`config.mk`:
```
export PLATFORM = sky130hd
export DESIGN_NAME = mem_ctrl
export DESIGN_NICKNAME = d
export VERILOG_FILES = /design/src/rtl/mem_ctrl.sv
export SDC_FILE = /design/constraint.sdc
export NUM_CORES = 1
export LEC_CHECK = 0
export CAP_MARGIN = 20
export CORE_MARGIN = 2
export CORE_UTILIZATION = 49
export DETAILED_ROUTE_END_ITERATION = 10
export PLACE_DENSITY = 0.81
export RECOVER_POWER = 100
export SYNTH_ARGS = -nofsm -noshare
export SYNTH_HDL_FRONTEND = slang
export SYNTH_SLANG_ARGS = --single-unit
```
`constraint.sdc`:
```
create_clock -name clk_in -period 6.8 [get_ports clk_in]
set_input_delay 0.68 -clock clk_in [delete_from_list [all_inputs] [get_ports clk_in]]
set_output_delay 0.68 -clock clk_in [all_outputs]
set_load 0.01 [all_outputs]
```
`src/rtl/mem_ctrl.sv`:
```
// mem_ctrl
//   Byte-serial controller in front of the 8-bit synchronous on-board RAM.
//   It arbitrates the instruction-fetch port (32-bit reads) and the load/store
//   port (1/2/4-byte reads and writes). It issues one RAM byte access per
//   cycle in little-endian order and returns the assembled word together with
//   a one-cycle done pulse. Every output comes straight from a register.
//
// Ports
//   clk_in, rst_in          clock, asynchronous active-high reset
//   rdy_in                  global ready, 0 freezes the whole controller
//   clear_in                pipeline flush, aborts an in-flight fetch only
//   if_req_in/if_addr_in    fetch request (level) and byte address
//   if_done_out/if_data_out fetch done pulse and fetched word
//   ls_req_in/ls_we_in      load/store request (level), 1 = store
//   ls_size_in              0 = byte, 1 = half, 2/3 = word
//   ls_addr_in/ls_wdata_in  load/store byte address and store data
//   ls_done_out             load/store done pulse
//   ls_rdata_out            zero-extended load data
//   ram_en_out/ram_r_nw_out RAM enable and read(1)/write(0)
//   ram_a_out/ram_d_out     RAM byte address and write data
//   ram_d_in                RAM read data, 0 whenever ram_en_out is 0

module mem_ctrl #(
  parameter int ADDR_WIDTH = 17
) (
  input  logic                  clk_in,
  input  logic                  rst_in,
  input  logic                  rdy_in,
  input  logic                  clear_in,
  input  logic                  if_req_in,
  input  logic [31:0]           if_addr_in,
  output logic                  if_done_out,
  output logic [31:0]           if_data_out,
  input  logic                  ls_req_in,
  input  logic                  ls_we_in,
  input  logic [1:0]            ls_size_in,
  input  logic [31:0]           ls_addr_in,
  input  logic [31:0]           ls_wdata_in,
  output logic                  ls_done_out,
  output logic [31:0]           ls_rdata_out,
  output logic                  ram_en_out,
  output logic                  ram_r_nw_out,
  output logic [ADDR_WIDTH-1:0] ram_a_out,
  output logic [7:0]            ram_d_out,
  input  logic [7:0]            ram_d_in
);

  typedef enum logic [1:0] {IDLE, IF_RD, LS_RD, LS_WR} state_t;

  localparam logic [ADDR_WIDTH-1:0] ADDR_ONE = ADDR_WIDTH'(1);

  state_t                r_state, w_state;
  logic [2:0]            r_step, w_step;
  logic [2:0]            r_len, w_len;
  logic [23:0]           r_wdataHi, w_wdataHi;
  logic [31:0]           r_buf, w_buf;
  logic                  r_ifDone, w_ifDone;
  logic [31:0]           r_ifData, w_ifData;
  logic                  r_lsDone, w_lsDone;
  logic [31:0]           r_lsRdata, w_lsRdata;
  logic                  r_ramEn, w_ramEn;
  logic                  r_ramRnw, w_ramRnw;
  logic [ADDR_WIDTH-1:0] r_ramA, w_ramA;
  logic [7:0]            r_ramD, w_ramD;
  logic                  w_abort;
  logic                  w_unusedBits;

  // Request addresses are truncated to the RAM width; the upper bits are
  // intentionally dropped.
  assign w_unusedBits = ^{if_addr_in[31:ADDR_WIDTH], ls_addr_in[31:ADDR_WIDTH]};

  // Next-state and next-output logic. r_step counts cycles since the first
  // access cycle. For reads, the byte presented at step k comes back from the
  // synchronous RAM one cycle later, so byte k is captured while at step k+1.
  // The last address is held one extra cycle with enable still high because
  // the RAM gates its output with enable. With rdy_in low every default holds,
  // which freezes state, counters and outputs.
  always_comb begin
    w_state   = r_state;
    w_step    = r_step;
    w_len     = r_len;
    w_wdataHi = r_wdataHi;
    w_buf     = r_buf;
    w_ifDone  = r_ifDone;
    w_ifData  = r_ifData;
    w_lsDone  = r_lsDone;
    w_lsRdata = r_lsRdata;
    w_ramEn   = r_ramEn;
    w_ramRnw  = r_ramRnw;
    w_ramA    = r_ramA;
    w_ramD    = r_ramD;
    w_abort   = 1'b0;
    if (rdy_in) begin
      w_ifDone = 1'b0;
      w_lsDone = 1'b0;
      case (r_state)
        IDLE: begin
          // Nothing is accepted while a done pulse is showing, so the
          // requester has a cycle to drop its level request.
          if (!r_ifDone && !r_lsDone) begin
            if (ls_req_in) begin
              w_state   = ls_we_in ? LS_WR : LS_RD;
              w_step    = 3'd0;
              w_buf     = '0;
              w_ramEn   = 1'b1;
              w_ramRnw  = !ls_we_in;
              w_ramA    = ls_addr_in[ADDR_WIDTH-1:0];
              w_ramD    = ls_we_in ? ls_wdata_in[7:0] : 8'h00;
              w_wdataHi = ls_wdata_in[31:8];
              case (ls_size_in)
                2'd0:    w_len = 3'd1;
                2'd1:    w_len = 3'd2;
                default: w_len = 3'd4;
              endcase
            end else if (if_req_in && !clear_in) begin
              w_state  = IF_RD;
              w_step   = 3'd0;
              w_len    = 3'd4;
              w_buf    = '0;
              w_ramEn  = 1'b1;
              w_ramRnw = 1'b1;
              w_ramA   = if_addr_in[ADDR_WIDTH-1:0];
              w_ramD   = 8'h00;
            end
          end
        end
        IF_RD, LS_RD: begin
          // A flush kills a fetch, except on its final edge where the
          // done pulse is already committed.
          w_abort = (r_state == IF_RD) && clear_in && (r_step != r_len);
          if (w_abort) begin
            w_state = IDLE;
            w_ramEn = 1'b0;
          end else begin
            w_step = r_step + 3'd1;
            case (r_step)
              3'd1:    w_buf[7:0]   = ram_d_in;
              3'd2:    w_buf[15:8]  = ram_d_in;
              3'd3:    w_buf[23:16] = ram_d_in;
              3'd4:    w_buf[31:24] = ram_d_in;
              default: ;
            endcase
            if (r_step == r_len) begin
              w_state = IDLE;
              w_ramEn = 1'b0;
              if (r_state == IF_RD) begin
                w_ifDone = 1'b1;
                w_ifData = w_buf;
              end else begin
                w_lsDone  = 1'b1;
                w_lsRdata = w_buf;
              end
            end else if (w_step != r_len) begin
              w_ramA = r_ramA + ADDR_ONE;
            end
          end
        end
        LS_WR: begin
          w_step = r_step + 3'd1;
          if (w_step == r_len) begin
            w_state  = IDLE;
            w_ramEn  = 1'b0;
            w_ramRnw = 1'b1;
            w_ramD   = 8'h00;
            w_lsDone = 1'b1;
          end else begin
            w_ramA = r_ramA + ADDR_ONE;
            case (w_step)
              3'd1:    w_ramD = r_wdataHi[7:0];
              3'd2:    w_ramD = r_wdataHi[15:8];
              default: w_ramD = r_wdataHi[23:16];
            endcase
          end
        end
        default: w_state = IDLE;
      endcase
    end
  end

  // State and output registers; reset leaves the RAM interface idle in read
  // mode and clears the returned data.
  always_ff @(posedge clk_in or posedge rst_in) begin
    if (rst_in) begin
      r_state   <= IDLE;
      r_step    <= 3'd0;
      r_len     <= 3'd0;
      r_wdataHi <= '0;
      r_buf     <= '0;
      r_ifDone  <= 1'b0;
      r_ifData  <= '0;
      r_lsDone  <= 1'b0;
      r_lsRdata <= '0;
      r_ramEn   <= 1'b0;
      r_ramRnw  <= 1'b1;
      r_ramA    <= '0;
      r_ramD    <= 8'h00;
    end else begin
      r_state   <= w_state;
      r_step    <= w_step;
      r_len     <= w_len;
      r_wdataHi <= w_wdataHi;
      r_buf     <= w_buf;
      r_ifDone  <= w_ifDone;
      r_ifData  <= w_ifData;
      r_lsDone  <= w_lsDone;
      r_lsRdata <= w_lsRdata;
      r_ramEn   <= w_ramEn;
      r_ramRnw  <= w_ramRnw;
      r_ramA    <= w_ramA;
      r_ramD    <= w_ramD;
    end
  end

  assign if_done_out  = r_ifDone;
  assign if_data_out  = r_ifData;
  assign ls_done_out  = r_lsDone;
  assign ls_rdata_out = r_lsRdata;
  assign ram_en_out   = r_ramEn;
  assign ram_r_nw_out = r_ramRnw;
  assign ram_a_out    = r_ramA;
  assign ram_d_out    = r_ramD;

endmodule

```
==> summary.md, run 1 <==
| Metric | Value |
|---|---|
| Max rail drop VDD | `0.207 mV` |
| Die area | `16800 um2` |
| Vias in the first global route | `5752` |
| Initial antenna violation count | `0` |
| P_leak | `4.45 nW` |
| Tot Pwr | `4.57 mW` |
| Inserted Diodes | `0` |
| Most common cell after layout, fill and taps aside | `dfrtp_1` |
| Per-cell routed wire length | `15.9 um` |
| Vias | `5928` |
| Area Overhead vs Synth | `29.0%` |
| Drt first pass iters | `4` |
| Total track usage | `22.0%` |
| FP Rows | `45` |
| Rel. slew slack | `-181%` |
| Syn Std Cell Area | `7740 um2` |
| Die width | `130 um` |
| Max Used Layer | `met4` |
| Fraction of registers with async set/reset | `100%` |
| Clock Sinks | `157` |
| Total gr overflow | `0` |
| Failing checks | `capacitance limit, slew limit` |
| Fill cells | `1315` |
| Gp weighted congestion | `0.815` |
| H-tree levels | `4` |
| Switching fraction of total power | `37.1%` |
| CTS tree | `yes` |
| Slew Limit Fails | `274` |
| Max_cap viols | `5` |
| CP startpoint kind | `input port` |
| Reg power frac | `36.1%` |
| Post-route DRC | `0` |
| Final hold vios | `0` |
| DRT iter0 DRCs | `320` |
| Total placed cells including tap cells | `1086` |
| Post-Layout Cell Count | `1118` |
| Post-synth net total | `868` |
| Worst Hold Class | `register to register` |
| Global-route wire length before repair | `29.1 mm` |
| CP endpoint kind | `async pin` |
| WL final | `17.8 mm` |
| Clk pin slew, worst setup/hold paths | `60 ps` |
| IO Pins | `206` |
| P per Cell Area | `458 nW/um2` |
| Largest net degree at the start of global routing | `97` |
| Setup TNS Final | `0 ps` |
| Int Pwr | `2.88 mW` |
| Slew @ Worst Pin | `4190 ps` |
| Worst-path fanout max | `96` |
| Nets | `1017` |
| Max frequency | `246 MHz` |
| Status | `finished, violations left` |
| Logic gate share of total power | `42.4%` |
| Post-route ant nets | `0` |
| WP data arrival | `4530 ps` |
| M1 WL | `7.97 mm` |
| Post_cts resized | `0` |
| Metal3 WL | `860 um` |
| FF-to-FF setup slack | `3100 ps` |
| RSZ-0062 raised after global routing | `no` |
| Root buffer cell | `clkbuf_16` |
| Setup ws final | `2730 ps` |
| Layout cells sized above 1 | `8.93%` |
| Port buffer count | `175` |
| FF+latch count, synth | `157` |
| Clk_lat worst skew | `420 ps` |
| Met2 WL | `8.77 mm` |
| CP required | `7260 ps` |
| Syn_area_per_cell | `10.4 um2` |
| Routed vias/inst | `5.30` |
| Post-Place Worst Slack | `3570 ps` |
| Seq/Total Area, Yosys | `50.8%` |
| Fin crit share | `59.8%` |
| Clock Path Buffers | `2` |
| Minimum clock period | `4070 ps` |
| Yosys warning total | `0` |
| Initial Util | `50.5%` |
| Setup violators final | `0` |
| Post-DP HPWL | `12.2 mm` |
| Chip height | `130 um` |
| Hold_buf cts | `0` |
| Core Box Area | `15300 um2` |
| Post-CTS Repair Setup Buffers | `0` |
| Synth unique cells | `60` |
| TritonCTS Buffers | `17` |
| Util after Layout | `65.2%` |
| Commonest non-fill, non-tap cells in the layout | `dfrtp_1, nand2_1, dlygate4sd3_1` |
| Clock power share | `21.5%` |
| Mapped Cells | `745` |
| WS Path Type | `input port to async pin` |
| Clock skew | `7.98 ps` |
| Main synth FF type | `dfrtp_1` |
| Sw power | `1.70 mW` |
| Number of enable flip-flop cells after synthesis | `0` |
==> sequential cells by signal, indices dropped and copies added (netlist names), 3 cells and up <==
| signal | flops |
|---|---|
| if_data_out | 32 |
| ls_rdata_out | 32 |
| r_buf | 32 |
| r_wdataHi | 24 |
| ram_a_out | 17 |
| ram_d_out | 8 |
| r_len | 3 |
| r_step | 3 |
==> synth_stat cells (3+ instances only) <==
| master | instances | area [um2] |
|---|---|---|
| nor3_1 | 15 | 75.1 |
| mux2i_1 | 58 | 581 |
| o21ai_1 | 5 | 25.0 |
| a2111oi_4 | 3 | 82.6 |
| a2bb2oi_1 | 9 | 78.8 |
| o21ai_2 | 29 | 254 |
| nand3_1 | 11 | 55.1 |
| dfrtp_1 | 156 | 3900 |
| a21oi_1 | 39 | 195 |
| buf_6 | 8 | 90.1 |
| mux2_2 | 31 | 349 |
| o31ai_1 | 3 | 22.5 |
| and2_1 | 8 | 50.1 |
| buf_4 | 7 | 52.6 |
| nand2_1 | 124 | 465 |
| a22oi_1 | 8 | 60.1 |
| nor2b_1 | 3 | 18.8 |
| nand4_1 | 4 | 25.0 |
| o21ai_0 | 53 | 265 |
| a221o_1 | 8 | 80.1 |
| buf_1 | 3 | 11.3 |
| a31oi_1 | 5 | 31.3 |
| buf_2 | 17 | 85.1 |
| inv_1 | 25 | 93.8 |
| nor2_1 | 46 | 173 |
| clkbuf_1 | 16 | 60.1 |
| ha_1 | 10 | 125 |
==> power by group through the flow <==
stage          registers [mW]  clock network, mW  logic [mW]
2_1_floorplan            1.72                  0        1.23
3_3_place_gp             1.66                  0        2.07
3_5_place_dp             1.67                  0        2.12
4_1_cts                  1.66               1.00        2.13
5_1_grt                  1.71               1.04        2.16
6_report                 1.65              0.983        1.94
==> area by class of cell <==
cell class              instances  area [um2]  share of cell area [%]
flip-flops and latches        157        3930                    39.4
multi-input cells             511        3290                    32.9
repair buffers                181        1790                    17.9
clock buffers                  21         460                    4.61
well taps                     211         264                    2.65
clock inverters                11         154                    1.54
inverters                      26        98.8                   0.991
==> worst paths after layout <==
| path | from | depth (start not counted) | to |
|---|---|---|---|
| max | rst_in | 3 | ram_en_out |
| min | ls_rdata_out[12] | 2 | ls_rdata_out[12] |
| max reg2reg | r_state[0] | 7 | if_data_out[6] |
| min reg2reg | ls_rdata_out[12] | 2 | ls_rdata_out[12] |
| max in group clk_in | ls_req_in | 6 | r_buf[19] |
| min in group asynchronous | rst_in | 2 | ls_rdata_out[5] |
==> critical path: stages <==
cell and delay [ps]:
dlygate4sd3_1 550, clkinvlp_2 2330, buf_4 930
==> metal layers <==
layer	up-vias	GRT usage, %
met1	2880	29.9
met3	17	4.71
met4	0	6.07
li1	2886	-
met5	-	0
met2	145	35.9
==> kinds of logic after synthesis <==
kind of cell | share of synthesized area (%)
xor gates and xnor gates | 1.23
adders and majority gates | 1.62
buffers and inverters | 5.13
DFF | 50.8
muxes | 12.0
and+or+nand+nor | 12.8
AOI/OAI and AO/OA | 16.4
==> stage by stage <==
stage,hold WS (ps),cell area [um2]
floorplan,481,7740
detailed placement,466,9510
global placement,459,9510
finish,472,9980
CTS,479,10100
global route,493,9980
Power figures use the tool's default switching activity.
==> inputs of run 2 (changes only) <==
CORE_UTILIZATION = 44   (was 49)
PLACE_DENSITY = 0.77   (was 0.81)
clock period = 3.59 ns   (was 6.8 ns; I/O delays follow)
==> run 2 against run 1 <==
Against the previous run: the flow still finishes with violations (capacitance limit, slew limit); final cell count grew 1.6%; routed wire length grew 1.2%; first-iteration DRC count grew 37%; final area shrank 0.41%; global-route usage shrank 1.9 points; total power grew 85%; clock power grew 67%; largest power group unchanged.
==> summary.md, run 2 (synthesis gave the netlist of run 1 again) <==
| Metric | Value |
|---|---|
| Status | `finished, violations left` |
| Failing checks | `capacitance limit, slew limit` |
| Total gr overflow | `0` |
| Post_cts resized | `0` |
| Core Box Area | `17200 um2` |
| P per Cell Area | `850 nW/um2` |
| CP endpoint kind | `register` |
| CP startpoint kind | `register` |
| Total track usage | `20.0%` |
| Util after Layout | `57.7%` |
| Slowest CP cell | `o211ai_2` |
| Die width | `137 um` |
| Setup violators final | `0` |
| Nets | `1022` |
| WP data arrival | `3100 ps` |
| IO Pins | `206` |
| Post-route DRC | `0` |
| FP Rows | `48` |
| Clock skew | `7.14 ps` |
| Area Overhead vs Synth | `28.4%` |
| Clock Path Buffers | `2` |
| Layout cells sized above 1 | `9.66%` |
| Fin crit share | `78.9%` |
| Inserted Diodes | `0` |
| Most common cell after layout, fill and taps aside | `dfrtp_1` |
| Global-route wire length before repair | `29.3 mm` |
| Root buffer cell | `clkbuf_16` |
| Hold_buf cts | `0` |
| CP required | `3860 ps` |
| WL final | `18.0 mm` |
| Vias | `5944` |
| Clock Sinks | `157` |
| Die area | `18700 um2` |
| Clk_lat worst skew | `410 ps` |
| Clk pin slew, worst setup/hold paths | `60 ps` |
| Vias in the first global route | `5709` |
| Worst-path cell chain | `inv_1, ha_1, or2b_1, clkinv_1, o211ai_2, or2_0, o21ai_0` |
| Chip height | `137 um` |
| Post-DP HPWL | `12.6 mm` |
| Setup TNS Final | `0 ps` |
| Final hold vios | `0` |
| Gp weighted congestion | `0.850` |
| Rel. slew slack | `-4.07%` |
| Post-route ant nets | `0` |
| Worst-path fanout max | `19` |
| Drt first pass iters | `4` |
| Minimum clock period | `2830 ps` |
| Slew @ Worst Pin | `1550 ps` |
| Largest net degree at the start of global routing | `65` |
| RSZ-0062 raised after global routing | `no` |
| H-tree levels | `4` |
| FF-to-FF setup slack | `760 ps` |
| Per-cell routed wire length | `15.9 um` |
| Max rail drop VDD | `0.408 mV` |
| Max_cap viols | `1` |
| Routed vias/inst | `5.23` |
| TritonCTS Buffers | `17` |
| Port buffer count | `175` |
| Slew Limit Fails | `37` |
| DRT iter0 DRCs | `437` |
| Crit path largest cell delay | `700 ps` |
| CTS tree | `yes` |
| Initial Util | `44.9%` |
| Post-CTS Repair Setup Buffers | `0` |
| WS Path Type | `register to register` |
| Max frequency | `353 MHz` |
| Worst Hold Class | `register to register` |
| P_leak | `4.44 nW` |
| Bufs and invs on worst path | `2` |
| Commonest non-fill, non-tap cells in the layout | `dfrtp_1, nand2_1, dlygate4sd3_1` |
| Tot Pwr | `8.44 mW` |
| Worst path top cell family by delay | `simple AND/OR/NAND/NOR gates` |
| Initial antenna violation count | `0` |
run 2: cell count changes in the layout (fill, tap and decap cells not counted), sizes merged:
cell,previous run,this run
inv,27,25
dlygate4sd3,96,94
buf,3,6
bufinv,3,1
clkdlybuf4s50,79,81
clkinvlp,3,5
clkinv,4,7
run 2: final timing paths:
path | start | cells after the start | end
max | r_state[1] | 7 | ram_a_out[10]
min | ls_rdata_out[13] | 2 | ls_rdata_out[13]
max reg2reg | r_state[1] | 7 | ram_a_out[10]
min reg2reg | ls_rdata_out[13] | 2 | ls_rdata_out[13]
max in group asynchronous | rst_in | 3 | r_state[0]
min in group asynchronous | rst_in | 2 | if_data_out[31]
run 2: through the flow:
stage / instance area (um2) / std cells / hold WS [ps] / setup slack [ps]
after floorplan: 7740 / 745 / 457 / 1240
after global placement: 9590 / 1105 / 460 / 920
after detailed placement: 9590 / 1105 / 466 / 833
after CTS: 10100 / 1136 / 474 / 815
after global routing: 9940 / 1136 / 497 / 361
final: 9940 / 1136 / 470 / 758
run 2: final cells by class:
type                            instances  area [um2]
Fill cell                            1523        7300
Multi-Input combinational cell        511        3270
Clock buffer                           19         433
Inverter                               26        98.8
Sequential cell                       157        3930
Timing Repair Buffer                  186        1820
Tap cell                              225         282
Clock inverter                         12        98.8
run 2: where the power goes:
group,internal [mW],switching (mW),total [mW]
clock,0.943,0.700,1.64
sequential,2.58,0.535,3.11
combinational,1.73,1.96,3.69
total,5.25,3.19,8.44
run 2: worst register-to-register path: cells and delay by family, from the launching register on:
family / cells / cell delay, ps
buf+inv: 2 / 300
fa+ha+maj: 1 / 240
compound gates: 2 / 880
flops: 1 / 380
simple gates: 2 / 890
run 2: routing by layer:
layer  vias up  track usage, %  wire length (um)
met5         -               0                 0
met4         0            4.98               212
met3        14            4.96               932
met2       192            32.8              8930
met1      2833            26.8              7960
li1       2905               -                 -
